File: src/rtl/baud_tick_generator.sv
// baud_tick_generator: fractional UART baud generator with oversample, mid-bit and bit ticks.
module baud_tick_generator #(
  parameter int DIV_WIDTH    = 16,
  parameter int FRAC_WIDTH   = 4,
  parameter int OVS_LOG2     = 4,
  parameter int DEFAULT_INT  = 26,
  parameter int DEFAULT_FRAC = 2
) (
  input  logic                  clk,
  input  logic                  reset,
  input  logic                  enable,
  input  logic [DIV_WIDTH-1:0]  baud_int,
  input  logic [FRAC_WIDTH-1:0] baud_frac,
  input  logic                  baud_load,
  input  logic                  phase_clr,
  output logic                  load_pending,
  output logic                  os_tick,
  output logic                  mid_tick,
  output logic                  bit_tick,
  output logic                  clk_out
);
  localparam int OVS = 1 << OVS_LOG2;
  logic [DIV_WIDTH:0]    div_cnt, limit;
  logic [OVS_LOG2-1:0]   os_cnt;
  logic [FRAC_WIDTH-1:0] frac_acc, active_frac, pend_frac, new_frac;
  logic [FRAC_WIDTH:0]   frac_sum;
  logic [DIV_WIDTH-1:0]  active_int, pend_int, new_int;
  logic                  stretch, wrap, apply, mid_hit, bit_hit;
  always_comb begin
    limit    = {1'b0, active_int} + {{DIV_WIDTH{1'b0}}, stretch};
    wrap     = div_cnt == limit;
    apply    = baud_load | load_pending;
    new_int  = baud_load ? baud_int : pend_int;
    new_frac = baud_load ? baud_frac : pend_frac;
    frac_sum = {1'b0, frac_acc} + {1'b0, active_frac};
    mid_hit  = os_cnt == OVS_LOG2'(OVS / 2 - 1);
    bit_hit  = &os_cnt;
  end
  always_ff @(posedge clk) begin
    if (!reset) begin
      div_cnt      <= '0;
      os_cnt       <= '0;
      frac_acc     <= '0;
      stretch      <= 1'b0;
      active_int   <= DIV_WIDTH'(DEFAULT_INT);
      active_frac  <= FRAC_WIDTH'(DEFAULT_FRAC);
      pend_int     <= '0;
      pend_frac    <= '0;
      load_pending <= 1'b0;
      os_tick      <= 1'b0;
      mid_tick     <= 1'b0;
      bit_tick     <= 1'b0;
      clk_out      <= 1'b0;
    end else if (!enable || phase_clr) begin
      div_cnt      <= '0;
      os_cnt       <= '0;
      frac_acc     <= '0;
      stretch      <= 1'b0;
      load_pending <= 1'b0;
      os_tick      <= 1'b0;
      mid_tick     <= 1'b0;
      bit_tick     <= 1'b0;
      clk_out      <= 1'b0;
      if (apply) begin
        active_int  <= new_int;
        active_frac <= new_frac;
      end
    end else if (wrap) begin
      div_cnt  <= '0;
      os_cnt   <= os_cnt + 1'b1;
      os_tick  <= 1'b1;
      mid_tick <= mid_hit;
      bit_tick <= bit_hit;
      clk_out  <= bit_hit ? 1'b0 : (mid_hit ? 1'b1 : clk_out);
      // A new divisor restarts the fractional pattern from zero.
      if (apply) begin
        active_int   <= new_int;
        active_frac  <= new_frac;
        frac_acc     <= '0;
        stretch      <= 1'b0;
        load_pending <= 1'b0;
      end else begin
        frac_acc <= frac_sum[FRAC_WIDTH-1:0];
        stretch  <= frac_sum[FRAC_WIDTH];
      end
    end else begin
      div_cnt  <= div_cnt + 1'b1;
      os_tick  <= 1'b0;
      mid_tick <= 1'b0;
      bit_tick <= 1'b0;
      if (baud_load) begin
        pend_int     <= baud_int;
        pend_frac    <= baud_frac;
        load_pending <= 1'b1;
      end
    end
  end
endmodule

File: config.mk
export PLATFORM = sky130hd
export DESIGN_NAME = baud_tick_generator
export DESIGN_NICKNAME = d
export VERILOG_FILES = /design/src/rtl/baud_tick_generator.sv
export SDC_FILE = /design/constraint.sdc
export NUM_CORES = 1
export LEC_CHECK = 0
export CORE_ASPECT_RATIO = 0.75
export CORE_MARGIN = 2
export CORE_UTILIZATION = 60
export CTS_BUF_LIST = sky130_fd_sc_hd__clkbuf_8
export CTS_CLUSTER_SIZE = 40
export DETAILED_ROUTE_END_ITERATION = 10
export PLACE_DENSITY_LB_ADDON = 0.05
export SETUP_SLACK_MARGIN = 0.1
export SLEW_MARGIN = 30
export SYNTH_ARGS = -nofsm -noshare
export SYNTH_HDL_FRONTEND = slang
export SYNTH_SLANG_ARGS = --single-unit
File: constraint.sdc
create_clock -name clk -period 3.9 [get_ports clk]
set_input_delay 0.975 -clock clk [delete_from_list [all_inputs] [get_ports clk]]
set_output_delay 0.975 -clock clk [all_outputs]
set_load 0.05 [all_outputs]
Yosys cells after proc, flatten, opt, wreduce, memory -nomap -nowiden

Index checks and enable logic that the tools add are counted.

$mul: 0
Bitwise gates (word level): 4
$lt $le $gt $ge: 0
Reductions and logical operators: 12
$add $sub $neg: 4
Shifts and indexed selects: 0
Equality and inequality tests: 3
Div/mod/pow operators: 0
Multiplexer cells: 16

Operators by type and width:

| operator                                             | number |
|---|---|
| two-way mux 16 bit                                   | 4 |
| two-way mux 4 bit                                    | 5 |
| adder 16 x 1 -> 17 bit                               | 1 |
| adder 17 x 1 -> 17 bit (second input constant)       | 1 |
| equality test 17 bit                                 | 1 |
| two-way mux 1 bit                                    | 7 |
| AND reduction 2 bit                                  | 3 |
| nonzero test 2 bit                                   | 3 |
| OR reduction 3 bit                                   | 2 |
| adder 4 x 4 -> 5 bit                                 | 1 |
| adder 4 x 1 -> 4 bit (second input constant)         | 1 |
| equality test 4 x 3 -> 1 bit (second input constant) | 1 |
| AND reduction 4 bit                                  | 1 |
| NOT 1 bit                                            | 3 |
| != test 2 x 1 -> 1 bit (second input constant)       | 1 |
| OR reduction 2 bit                                   | 1 |
| logical NOT 1 bit                                    | 1 |
| logical OR 1 bit                                     | 1 |
| bitwise OR 1 bit                                     | 1 |

Memories: 0
Word-level logic and storage cells: 52
Output and inout bits: 5
Latch bits: 0
Register bits after elaboration: 71
Input bits: 25
Bits in writable memories: 0
Bits in read-only memories: 0

Depth between registers and ports, before layout

Gate-level depths: netlist of run 1.

Depth after elaboration: 4
Gate-level depth with buffers: 10
Mapped depth without buffers: 9

Worst setup path before layout of run 1

No wires, ideal clock.

Kind: register to register
Start point: register active_int[0]
End point: register active_int[10]
Period minus slack after synthesis: 2861 ps
Library setup time: 89 ps
Slack: 1039 ps
Cell stages (with the launch flop): 11
Arrival: 2773 ps
Data required time: 3811 ps
Buffers on the path: 1
Cells stage by stage: dfxtp_1 ha_1 ha_1 nand4_2 o31a_1 or4_1 a32o_1 o31ai_4 buf_6 a21oi_1 a311oi_2

Longest elaborated chain between the ends: 3

Ends and longest elaborated chain:

| element                      | RTL line | RTL |
|---|---|---|
| from (decl)                  | 27       | `logic [DIV_WIDTH-1:0] active_int, pend_int, new_int;` |
| from (signal assigned)       | 45       | `active_int <= DIV_WIDTH'(DEFAULT_INT);` |
| from (signal assigned)       | 65       | `active_int <= new_int;` |
| from (signal assigned)       | 77       | `active_int <= new_int;` |
| adder 16 x 1 -> 17 bit       | 30       | `limit = {1'b0, active_int} + {{DIV_WIDTH{1'b0}}, stretch};` |
| equality test 17 bit         | 31       | `wrap = div_cnt == limit;` |
| nonzero test 2 bit (no line) | n/a      |  |

No other way between the ends.
A chain may end at the register's enable or synchronous reset.

Final worst setup path of run 1

Start point: register active_int[0]
End point: register active_int[2]

Same word-level chain as after synthesis.

==> flow_metrics.env, run 1 <==
export IMPL_drv_cap=0
export IMPL_cts_path_max_buffers=2
export IMPL_drive_above_1_share=0.0799
export IMPL_die_x_um=95.4
export IMPL_synth_top_cell_area_share=0.378
export IMPL_vias_per_cell=5.75
export IMPL_skew_ns=0.00734
export IMPL_max_freq_ghz=0.308
export IMPL_vdd_drop_max_mv=0.235
export IMPL_p_seq_frac=0.543
export IMPL_internal_power_mw=1.05
export IMPL_ys_flop_type="dfxtp_1"
export IMPL_syn_inst=419
export IMPL_finalNonFillerCells=516
export IMPL_avgSynthCellArea_um2=8.97
export IMPL_cp_start_kind="flop"
export IMPL_cp_required_ns=4.14
export IMPL_min_path_cells=2
export IMPL_drc=0
export IMPL_grtUsageTotal=0.243
export IMPL_die_h_um=72.5
export IMPL_synthArstFlopShare=0
export IMPL_cts_tree="done"
export IMPL_tns_ns=0
export IMPL_detail_route_wl_per_cell_um=14.8
export IMPL_synth_edf_count=0
export IMPL_gr_total_overflow=0
export IMPL_fin_nets=469
export IMPL_num_antenna_cells=0
export IMPL_place_hpwl_um=5490
export IMPL_leakage_nw=1.64
export IMPL_maxSlewHeadroom=0.485
export IMPL_power_mw=1.44
export IMPL_cts_resized=0
export IMPL_yosysTopAreaCell="dfxtp_1"
export IMPL_dr_pass1_iters=4
export IMPL_port_buffers=29
export IMPL_end_kind="flop"
export IMPL_rr_worst_depth=10
export IMPL_drt_iter0_markers=169
export IMPL_finalCritPeriodShare=0.834
export IMPL_clock_sinks=71
export IMPL_post_cts_buffers=0
export IMPL_dieArea_um2=6920
export IMPL_timing_final_crit_period_ns=3.25
export IMPL_placed_area_um2=4060
export IMPL_fp_row_count=24
export IMPL_power_density_nw_per_um2=342
export IMPL_syn2layout_area_growth_pct=12.0
export IMPL_ios=30
export IMPL_clk_pin_slew_ns=0.07
export IMPL_power_switching_uw=385
export IMPL_antenna_left=0
export IMPL_fin_area_um2=4210
export IMPL_clkLatencyLatePin_ns=0.34
export IMPL_grt_pass1_vias=2677
export IMPL_worstReg2RegEnd="active_int[2]$_SDFFE_PN0P_"
export IMPL_status="finished clean"
export IMPL_placed_cells=502
export IMPL_root_buffer="clkbuf_8"
export IMPL_antenna_found_initial=0
export IMPL_reg2reg_slack_ns=0.65
export IMPL_setup_viol=0
export IMPL_synth_cell_types=51
export IMPL_timing_hold_ws_ns=0.458
export IMPL_ctsHoldBuffers=0
export IMPL_crit_end="active_int[2]$_SDFFE_PN0P_"
export IMPL_worstMarginPinSlew_ns=0.773
export IMPL_synth_seq_cells=71
export IMPL_power_frac_comb=0.126
export IMPL_p_clk_frac=0.331
export IMPL_gp_congestion=0.924
export IMPL_fill_cells=487
export IMPL_reg2reg_from="active_int[0]$_SDFFE_PN0P_"
export IMPL_grt_max_degree=47
export IMPL_arrival_ns=3.49
export IMPL_swShare=0.268
export IMPL_min_path_type="reg -> reg"
export IMPL_syn_num_nets=453
export IMPL_ys_seq_area_frac=0.378
export IMPL_hold_viol=0
export IMPL_initial_utilization=0.632
export IMPL_grt_pass1_wl_um=13100
export IMPL_yosysWarnings=0
export IMPL_num_vias=2969
export IMPL_routed_wl_um=7660
export IMPL_cp_startpoint="active_int[0]$_SDFFE_PN0P_"
export IMPL_netlist_area_um2=3760
export IMPL_yosys_top_cells_area="dfxtp_1, mux2i_1, nand2_1"
export IMPL_final_max_slew_violation_count=0
export IMPL_rsz0062_at_grt="no"
export IMPL_htree_levels=3
export IMPL_path_max_fanout=36
export IMPL_cts_buffers=9
export IMPL_critical_path_class="reg -> reg"
export IMPL_coreArea_um2=5950
## metrics by stage
step                      worst slack [ns]  utilization
after CTS                            0.676        0.708
after detailed placement             0.703        0.682
after global placement               0.729        0.682
final                                0.649        0.708
after floorplan                       1.04            -
after global routing                 0.419        0.708
## cells in the final DEF, fill, tap and decap left out, types with 5 or more instances in the layout
cell and instances:
o21ai_0 8, nand3_1 13, mux2i_1 37, or3_1 5, nor4_1 7, clkdlybuf4s50_1 29, nor2_1 25, inv_1 8
nand4_1 12, ha_1 8, a311oi_1 6, and3_1 5, nor2b_1 5, dfxtp_1 71, a311oi_2 10, a21oi_1 29
xnor2_1 17, clkbuf_8 9, xor2_1 23, nand2_1 58
## Yosys cell counts (2+ instances only)
cell,instances
nor3_1,2
nor2_1,25
a211oi_1,2
nor2b_1,5
or4_1,2
a311oi_2,10
and4_1,3
inv_1,8
o31a_1,2
a2111oi_0,4
a311oi_1,6
nor4_1,7
and3_1,5
nand2_1,58
or3_1,5
xnor2_1,17
buf_4,4
nand3_1,13
ha_1,8
a21o_1,2
clkbuf_1,17
and2_1,2
mux2i_1,37
o211a_1,2
o21ai_0,8
dfxtp_1,71
o21ai_1,2
nand4_1,12
or2_2,3
xor2_1,23
a21oi_1,29
buf_2,6
## worst max-delay path, stage by stage, from the launching register on
cell and delay, ns:
dfxtp_1 0.34, ha_1 0.18, ha_1 0.27, nand4_2 0.19, o31a_1 0.35, or4_1 0.54, a32o_1 0.31, o31ai_4 0.16
buf_4 0.39, a21oi_1 0.13, a311oi_1 0.29
## cells by family (layout without fill, tap and decap cells)
logic type	Yosys count	count (layout)	synth area share
XOR/XNOR	40	40	0.0932
buffers and inverters	37	56	0.0453
adder cells (fa/ha/maj)	10	10	0.0346
flip-flops	71	71	0.378
AND/OR/NAND/NOR	147	147	0.191
AO/OA/AOI/OAI	77	77	0.159
multiplexers	37	37	0.0985
## state kept, by name (all words and copies together), names as in the netlist
name,cells
active_frac,4
os_tick,1
clk_out,1
div_cnt,17
load_pending,1
stretch,1
active_int,16
pend_frac,4
os_cnt,4
frac_acc,4
bit_tick,1
pend_int,16
mid_tick,1
## worst min-delay path by stage
stage | from | to
global placement | pend_frac[1]$_SDFFE_PN0P_ | pend_frac[1]$_SDFFE_PN0P_
CTS | pend_int[5]$_SDFFE_PN0P_ | pend_int[5]$_SDFFE_PN0P_
global route | pend_int[5]$_SDFFE_PN0P_ | pend_int[5]$_SDFFE_PN0P_
finish | pend_int[5]$_SDFFE_PN0P_ | pend_int[5]$_SDFFE_PN0P_
floorplan | pend_frac[1]$_SDFFE_PN0P_ | pend_frac[1]$_SDFFE_PN0P_
detailed placement | pend_int[5]$_SDFFE_PN0P_ | pend_int[5]$_SDFFE_PN0P_
## final cells by class
class	instances	area, um^2	share of cell area
tap	78	97.6	0.0232
inverter	8	30.0	0.00714
timing repair buffer	34	340	0.0809
clock inverter	5	27.5	0.00654
sequential	71	1420	0.338
clock buffer	9	124	0.0294
multi-input combinational	311	2170	0.515
## power groups by stage
stage               Sequential (mW)  Clock, mW  Combinational (mW)
finish                        0.780      0.476               0.182
global route                  0.784      0.520               0.201
CTS                           0.779      0.488               0.181
detailed placement            0.796          0               0.180
global placement              0.794          0               0.177
floorplan                     0.780          0               0.140
## metal layers
metal | up-vias | routed length, um | global-route usage
met3 | 9 | 309 | 0.0654
met2 | 66 | 3230 | 0.336
met4 | 0 | 65 | 0.0651
li1 | 1539 | - | -
met5 | - | 0 | 0
met1 | 1355 | 4050 | 0.371
No activity file was read; power rests on OpenSTA's default activity.
==> run 2, diff against run 1 <==
--- a/config.mk
+++ b/config.mk
@@ -7,7 +7,7 @@
 export LEC_CHECK = 0
 export CORE_ASPECT_RATIO = 0.75
 export CORE_MARGIN = 2
-export CORE_UTILIZATION = 60
+export CORE_UTILIZATION = 54
 export CTS_BUF_LIST = sky130_fd_sc_hd__clkbuf_8
 export CTS_CLUSTER_SIZE = 40
 export DETAILED_ROUTE_END_ITERATION = 10
==> constraint.sdc (replaced) <==
create_clock -name clk -period 2.7 [get_ports clk]
set_input_delay 0.675 -clock clk [delete_from_list [all_inputs] [get_ports clk]]
set_output_delay 0.675 -clock clk [all_outputs]
set_load 0.05 [all_outputs]
==> flow_metrics.env, run 2 (synthesized netlist as in run 1, its figures left out) <==
export IMPL_cts_path_max_buffers=2
export IMPL_max_freq_ghz=0.350
export IMPL_timing_final_crit_period_ns=2.86
export IMPL_cpMostUsedCell="buf_6"
export IMPL_ios=30
export IMPL_critical_path_class="reg -> reg"
export IMPL_final_core_util=0.758
export IMPL_die_x_um=100
export IMPL_critPathMaxStageDelay_ns=0.37
export IMPL_gp_congestion=0.840
export IMPL_setup_viol=35
export IMPL_cts_tree="done"
export IMPL_fp_row_count=26
export IMPL_final_cell_mix="dfxtp_1, nand2_1, mux2i_1, buf_4, clkdlybuf4s50_1"
export IMPL_grt_pass1_wl_um=15600
export IMPL_arrival_ns=3.12
export IMPL_gr_total_overflow=0
export IMPL_slowest_stage="dfxtp_4"
export IMPL_end_kind="flop"
export IMPL_syn2layout_area_growth_pct=36.5
export IMPL_dr_pass1_iters=4
export IMPL_hold_viol=0
export IMPL_cts_buffers=9
export IMPL_top_regs="div_cnt: 17 flops, active_int: 16 flops, pend_int: 16 flops"
export IMPL_status="finished with violations"
export IMPL_port_buffers=29
export IMPL_mostFrequentLayoutCell="dfxtp_1"
export IMPL_power_density_nw_per_um2=451
export IMPL_clock_sinks=71
export IMPL_coreArea_um2=6770
export IMPL_routed_wl_um=9900
export IMPL_root_buffer="clkbuf_8"
export IMPL_placed_area_um2=4410
export IMPL_violations="negative setup slack"
export IMPL_cp_required_ns=2.96
export IMPL_leakage_nw=2.04
export IMPL_fin_area_um2=5130
export IMPL_skew_ns=0.0140
export IMPL_final_max_slew_violation_count=0
export IMPL_finalNonFillerCells=576
export IMPL_finalCritPeriodShare=1.06
export IMPL_vias_per_cell=5.82
export IMPL_setup_slack_ns=-0.161
export IMPL_path_max_fanout=7
export IMPL_grt_max_degree=45
export IMPL_regMostFlops="div_cnt"
export IMPL_num_vias=3351
export IMPL_crit_chain="ha_4 -> ha_4 -> nand4_4 -> buf_4 -> nor4_1 -> o21ai_0 -> a32o_2 -> buf_6 -> o31ai_4 -> buf_6 -> buf_6 -> buf_16 -> a21oi_2 -> a311oi_2"
export IMPL_fill_cells=478
export IMPL_tns_ns=-2.65
export IMPL_dp_slack_ns=-0.0779
export IMPL_drive_above_1_share=0.272
export IMPL_power_mw=2.32
export IMPL_grtUsageTotal=0.259
export IMPL_dieArea_um2=7650
export IMPL_largest_reg_flops=17
export IMPL_grt_pass1_vias=3215
export IMPL_cp_start_kind="flop"
export IMPL_antenna_left=0
export IMPL_placed_cells=539
export IMPL_maxSlewHeadroom=0.502
export IMPL_num_antenna_cells=0
export IMPL_timing_hold_ws_ns=0.459
export IMPL_antenna_found_initial=0
export IMPL_initial_utilization=0.555
export IMPL_worstMarginPinSlew_ns=0.744
export IMPL_clkLatencyLatePin_ns=0.36
export IMPL_detail_route_wl_per_cell_um=17.2
export IMPL_drt_iter0_markers=128
export IMPL_clk_pin_slew_ns=0.08
export IMPL_min_path_type="reg -> reg"
export IMPL_rsz0062_at_grt="yes"
export IMPL_drv_cap=0
export IMPL_place_hpwl_um=6150
export IMPL_vdd_drop_max_mv=0.328
export IMPL_die_h_um=76.3
export IMPL_drc=0
export IMPL_htree_levels=3
export IMPL_fin_nets=521
-- run 2: worst paths after layout --
kind	to	cells after the start	slack, ns	from
max	active_int[13]$_SDFFE_PN0P_	14	-0.16	active_int[0]$_SDFFE_PN0P_
min	pend_int[14]$_SDFFE_PN0P_	2	0.46	pend_int[14]$_SDFFE_PN0P_
max reg2reg	active_int[13]$_SDFFE_PN0P_	14	-0.16	active_int[0]$_SDFFE_PN0P_
min reg2reg	pend_int[14]$_SDFFE_PN0P_	2	0.46	pend_int[14]$_SDFFE_PN0P_
-- run 2: area by class of cell --
class	count	area [um^2]	area share
Clock buffer	10	138	0.0268
Clock inverter	6	37.5	0.00732
Inverter	8	30.0	0.00585
Multi-Input combinational cell	311	2440	0.476
Sequential cell	71	1430	0.279
Tap cell	84	105	0.0205
Timing Repair Buffer	86	948	0.185
-- run 2: worst max-delay path, delay by kind of cell, from the launching register on --
kind                       cells  cell delay, ns
DFF                            1            0.37
buffers and inverters          5            0.72
adders and majority gates      2            0.28
and+or+nand+nor                2            0.39
AOI/OAI and AO/OA              5            0.99
-- run 2: power breakdown --
part	leakage, nW	internal (mW)	switching (mW)
combinational	1.38	0.223	0.200
sequential	0.579	1.08	0.0425
clock	0.0895	0.353	0.413
-- run 2: metal layers --
layer | vias to the layer above | wire length [um] | GRT usage
met5 | - | 0 | 0
met4 | 0 | 163 | 0.0671
met3 | 21 | 477 | 0.0679
met2 | 87 | 4730 | 0.419
met1 | 1600 | 4530 | 0.344
li1 | 1643 | - | -
-- run 2: what timing repair did --
| action | 4_1_cts | 5_1_grt |
|---|---|---|
| setup buffers | 10 | 5 |
| endpoints found under the hold margin | 0 | 0 |
| resized for setup | 25 | 35 |
| hold buffers | 0 | 0 |
| pin swaps | 25 | 16 |
| cloned | 5 | 3 |
| endpoints found under the setup margin | 48 | 69 |
==> run 3, diff against run 2 <==
--- a/config.mk
+++ b/config.mk
@@ -6,8 +6,7 @@
 export NUM_CORES = 1
 export LEC_CHECK = 0
 export CORE_ASPECT_RATIO = 0.75
-export CORE_MARGIN = 2
-export CORE_UTILIZATION = 54
+export CORE_UTILIZATION = 30
 export CTS_BUF_LIST = sky130_fd_sc_hd__clkbuf_8
 export CTS_CLUSTER_SIZE = 40
 export DETAILED_ROUTE_END_ITERATION = 10
==> flow_metrics.env, run 3 (synthesized netlist as in run 1, its figures left out) <==
export IMPL_critPathMaxStageDelay_ns=0.54
export IMPL_num_vias=3192
export IMPL_cp_required_ns=2.99
export IMPL_drt_iter0_markers=153
export IMPL_num_antenna_cells=0
export IMPL_path_buf_inv=1
export IMPL_path_max_fanout=10
export IMPL_setup_slack_ns=-0.107
export IMPL_leakage_nw=2.01
export IMPL_antenna_found_initial=0
export IMPL_wl_met3_um=389
export IMPL_dieArea_um2=13000
export IMPL_clkLatencyLatePin_ns=0.36
export IMPL_fill_cells=1226
export IMPL_port_buffers=29
export IMPL_cpLargestDelayFamily="compound AO/OA/AOI/OAI gates"
export IMPL_cp_start_kind="flop"
export IMPL_dr_pass1_iters=4
export IMPL_vdd_drop_max_mv=0.190
export IMPL_power_density_nw_per_um2=459
export IMPL_crit_chain="ha_4 -> ha_4 -> nand4_4 -> o31a_1 -> or4_4 -> a32o_2 -> o31a_1 -> nand2_2 -> buf_12 -> mux2i_1"
export IMPL_drc=0
export IMPL_drive_above_1_share=0.277
export IMPL_regArea_um2=1420
export IMPL_wl_met1_um=5250
export IMPL_multi_input_area_um2=2440
export IMPL_finalCritPeriodShare=1.04
export IMPL_gr_total_overflow=0
export IMPL_max_freq_ghz=0.356
export IMPL_skew_ns=0.00891
export IMPL_regMostFlops="div_cnt"
export IMPL_routed_wl_um=9990
export IMPL_violations="negative setup slack"
export IMPL_ctsHoldBuffers=0
export IMPL_timing_final_crit_period_ns=2.81
export IMPL_arrival_ns=3.10
export IMPL_gp_congestion=0.784
export IMPL_vias_per_cell=4.83
export IMPL_finalNonFillerCells=661
export IMPL_cts_tree="done"
export IMPL_drv_cap=0
export IMPL_final_cell_mix="dfxtp_1, nand2_1, buf_4"
export IMPL_cts_path_max_buffers=2
export IMPL_htree_levels=3
export IMPL_hold_viol=0
export IMPL_coreArea_um2=12300
export IMPL_place_hpwl_um=6910
export IMPL_grt_pass1_vias=3003
export IMPL_largest_reg_flops=17
export IMPL_clk_pin_slew_ns=0.09
export IMPL_dp_slack_ns=-0.0721
export IMPL_worstMarginPinSlew_ns=0.888
export IMPL_grt_max_degree=45
export IMPL_die_h_um=98.9
export IMPL_min_path_type="reg -> reg"
export IMPL_die_x_um=131
export IMPL_rsz0062_at_grt="yes"
export IMPL_setup_viol=39
export IMPL_placed_area_um2=4590
export IMPL_slowest_stage="or4_4"
export IMPL_cts_buffers=9
export IMPL_initial_utilization=0.307
export IMPL_detail_route_wl_per_cell_um=15.1
export IMPL_ios=30
export IMPL_root_buffer="clkbuf_8"
export IMPL_syn2layout_area_growth_pct=38.4
export IMPL_wl_met2_um=4210
export IMPL_critical_path_class="reg -> reg"
export IMPL_status="finished with violations"
export IMPL_placed_cells=631
export IMPL_maxSlewHeadroom=0.406
export IMPL_top_regs="div_cnt: 17 flops, active_int: 16 flops, pend_int: 16 flops"
export IMPL_grtUsageTotal=0.155
export IMPL_fp_row_count=35
export IMPL_clock_sinks=71
export IMPL_highest_layer="met4"
export IMPL_end_kind="flop"
export IMPL_mostFrequentLayoutCell="dfxtp_1"
export IMPL_fin_area_um2=5200
export IMPL_fin_nets=524
export IMPL_final_max_slew_violation_count=0
export IMPL_antenna_left=0
export IMPL_grt_pass1_wl_um=15700
## run 3: area by class of cell
cell class | instances | area share
multi-input combinational | 311 | 0.470
sequential | 71 | 0.274
timing repair buffer | 89 | 0.173
tap | 166 | 0.0399
clock buffer | 9 | 0.0238
clock inverter | 7 | 0.0139
inverter | 8 | 0.00577
## run 3: metal layers
| metal | vias to the layer above | global-route usage |
|---|---|---|
| met3 | 12 | 0.0412 |
| met2 | 54 | 0.220 |
| met1 | 1483 | 0.223 |
| met4 | 0 | 0.0534 |
| li1 | 1643 | - |
| met5 | - | 0 |
## run 3: worst register-to-register path: stages, from the launching register on
cell	delay, ns
dfxtp_2	0.36
ha_4	0.15
ha_4	0.13
nand4_4	0.07
o31a_1	0.26
or4_4	0.54
a32o_2	0.31
o31a_1	0.39
nand2_2	0.19
buf_12	0.17
mux2i_1	0.18
## run 3: final timing paths
check / from / to / slack, ns / depth (start not counted)
setup / recovery: stretch$_SDFFE_PP0N_ / pend_int[13]$_SDFFE_PN0P_ / -0.11 / 10
setup reg to reg: stretch$_SDFFE_PP0N_ / pend_int[13]$_SDFFE_PN0P_ / -0.11 / 10
hold reg to reg: pend_int[4]$_SDFFE_PN0P_ / pend_int[4]$_SDFFE_PN0P_ / 0.46 / 2
hold / removal: pend_int[4]$_SDFFE_PN0P_ / pend_int[4]$_SDFFE_PN0P_ / 0.46 / 2
## run 3: what timing repair did
action	4_1_cts	5_1_grt
setup endpoints to repair	66	68
cloned	3	3
pin swaps	23	15
resized for setup	31	33
setup buffers	5	4
## run 3: report_power, final
| part | switching [mW] | internal, mW |
|---|---|---|
| Sequential | 0.0385 | 1.08 |
| Combinational | 0.195 | 0.205 |
| Clock | 0.442 | 0.428 |
## run 3: per-stage QoR
stage / setup TNS (ns) / power [mW] / hold slack, ns / utilization
finish: -2.65 / 2.39 / 0.457 / 0.424
CTS: -0.843 / 2.41 / 0.459 / 0.406
global placement: -0.346 / 1.48 / 0.443 / 0.374
global route: -6.65 / 2.51 / 0.477 / 0.424
floorplan: 0 / 1.34 / 0.433 / -
detailed placement: -1.31 / 1.49 / 0.446 / 0.374
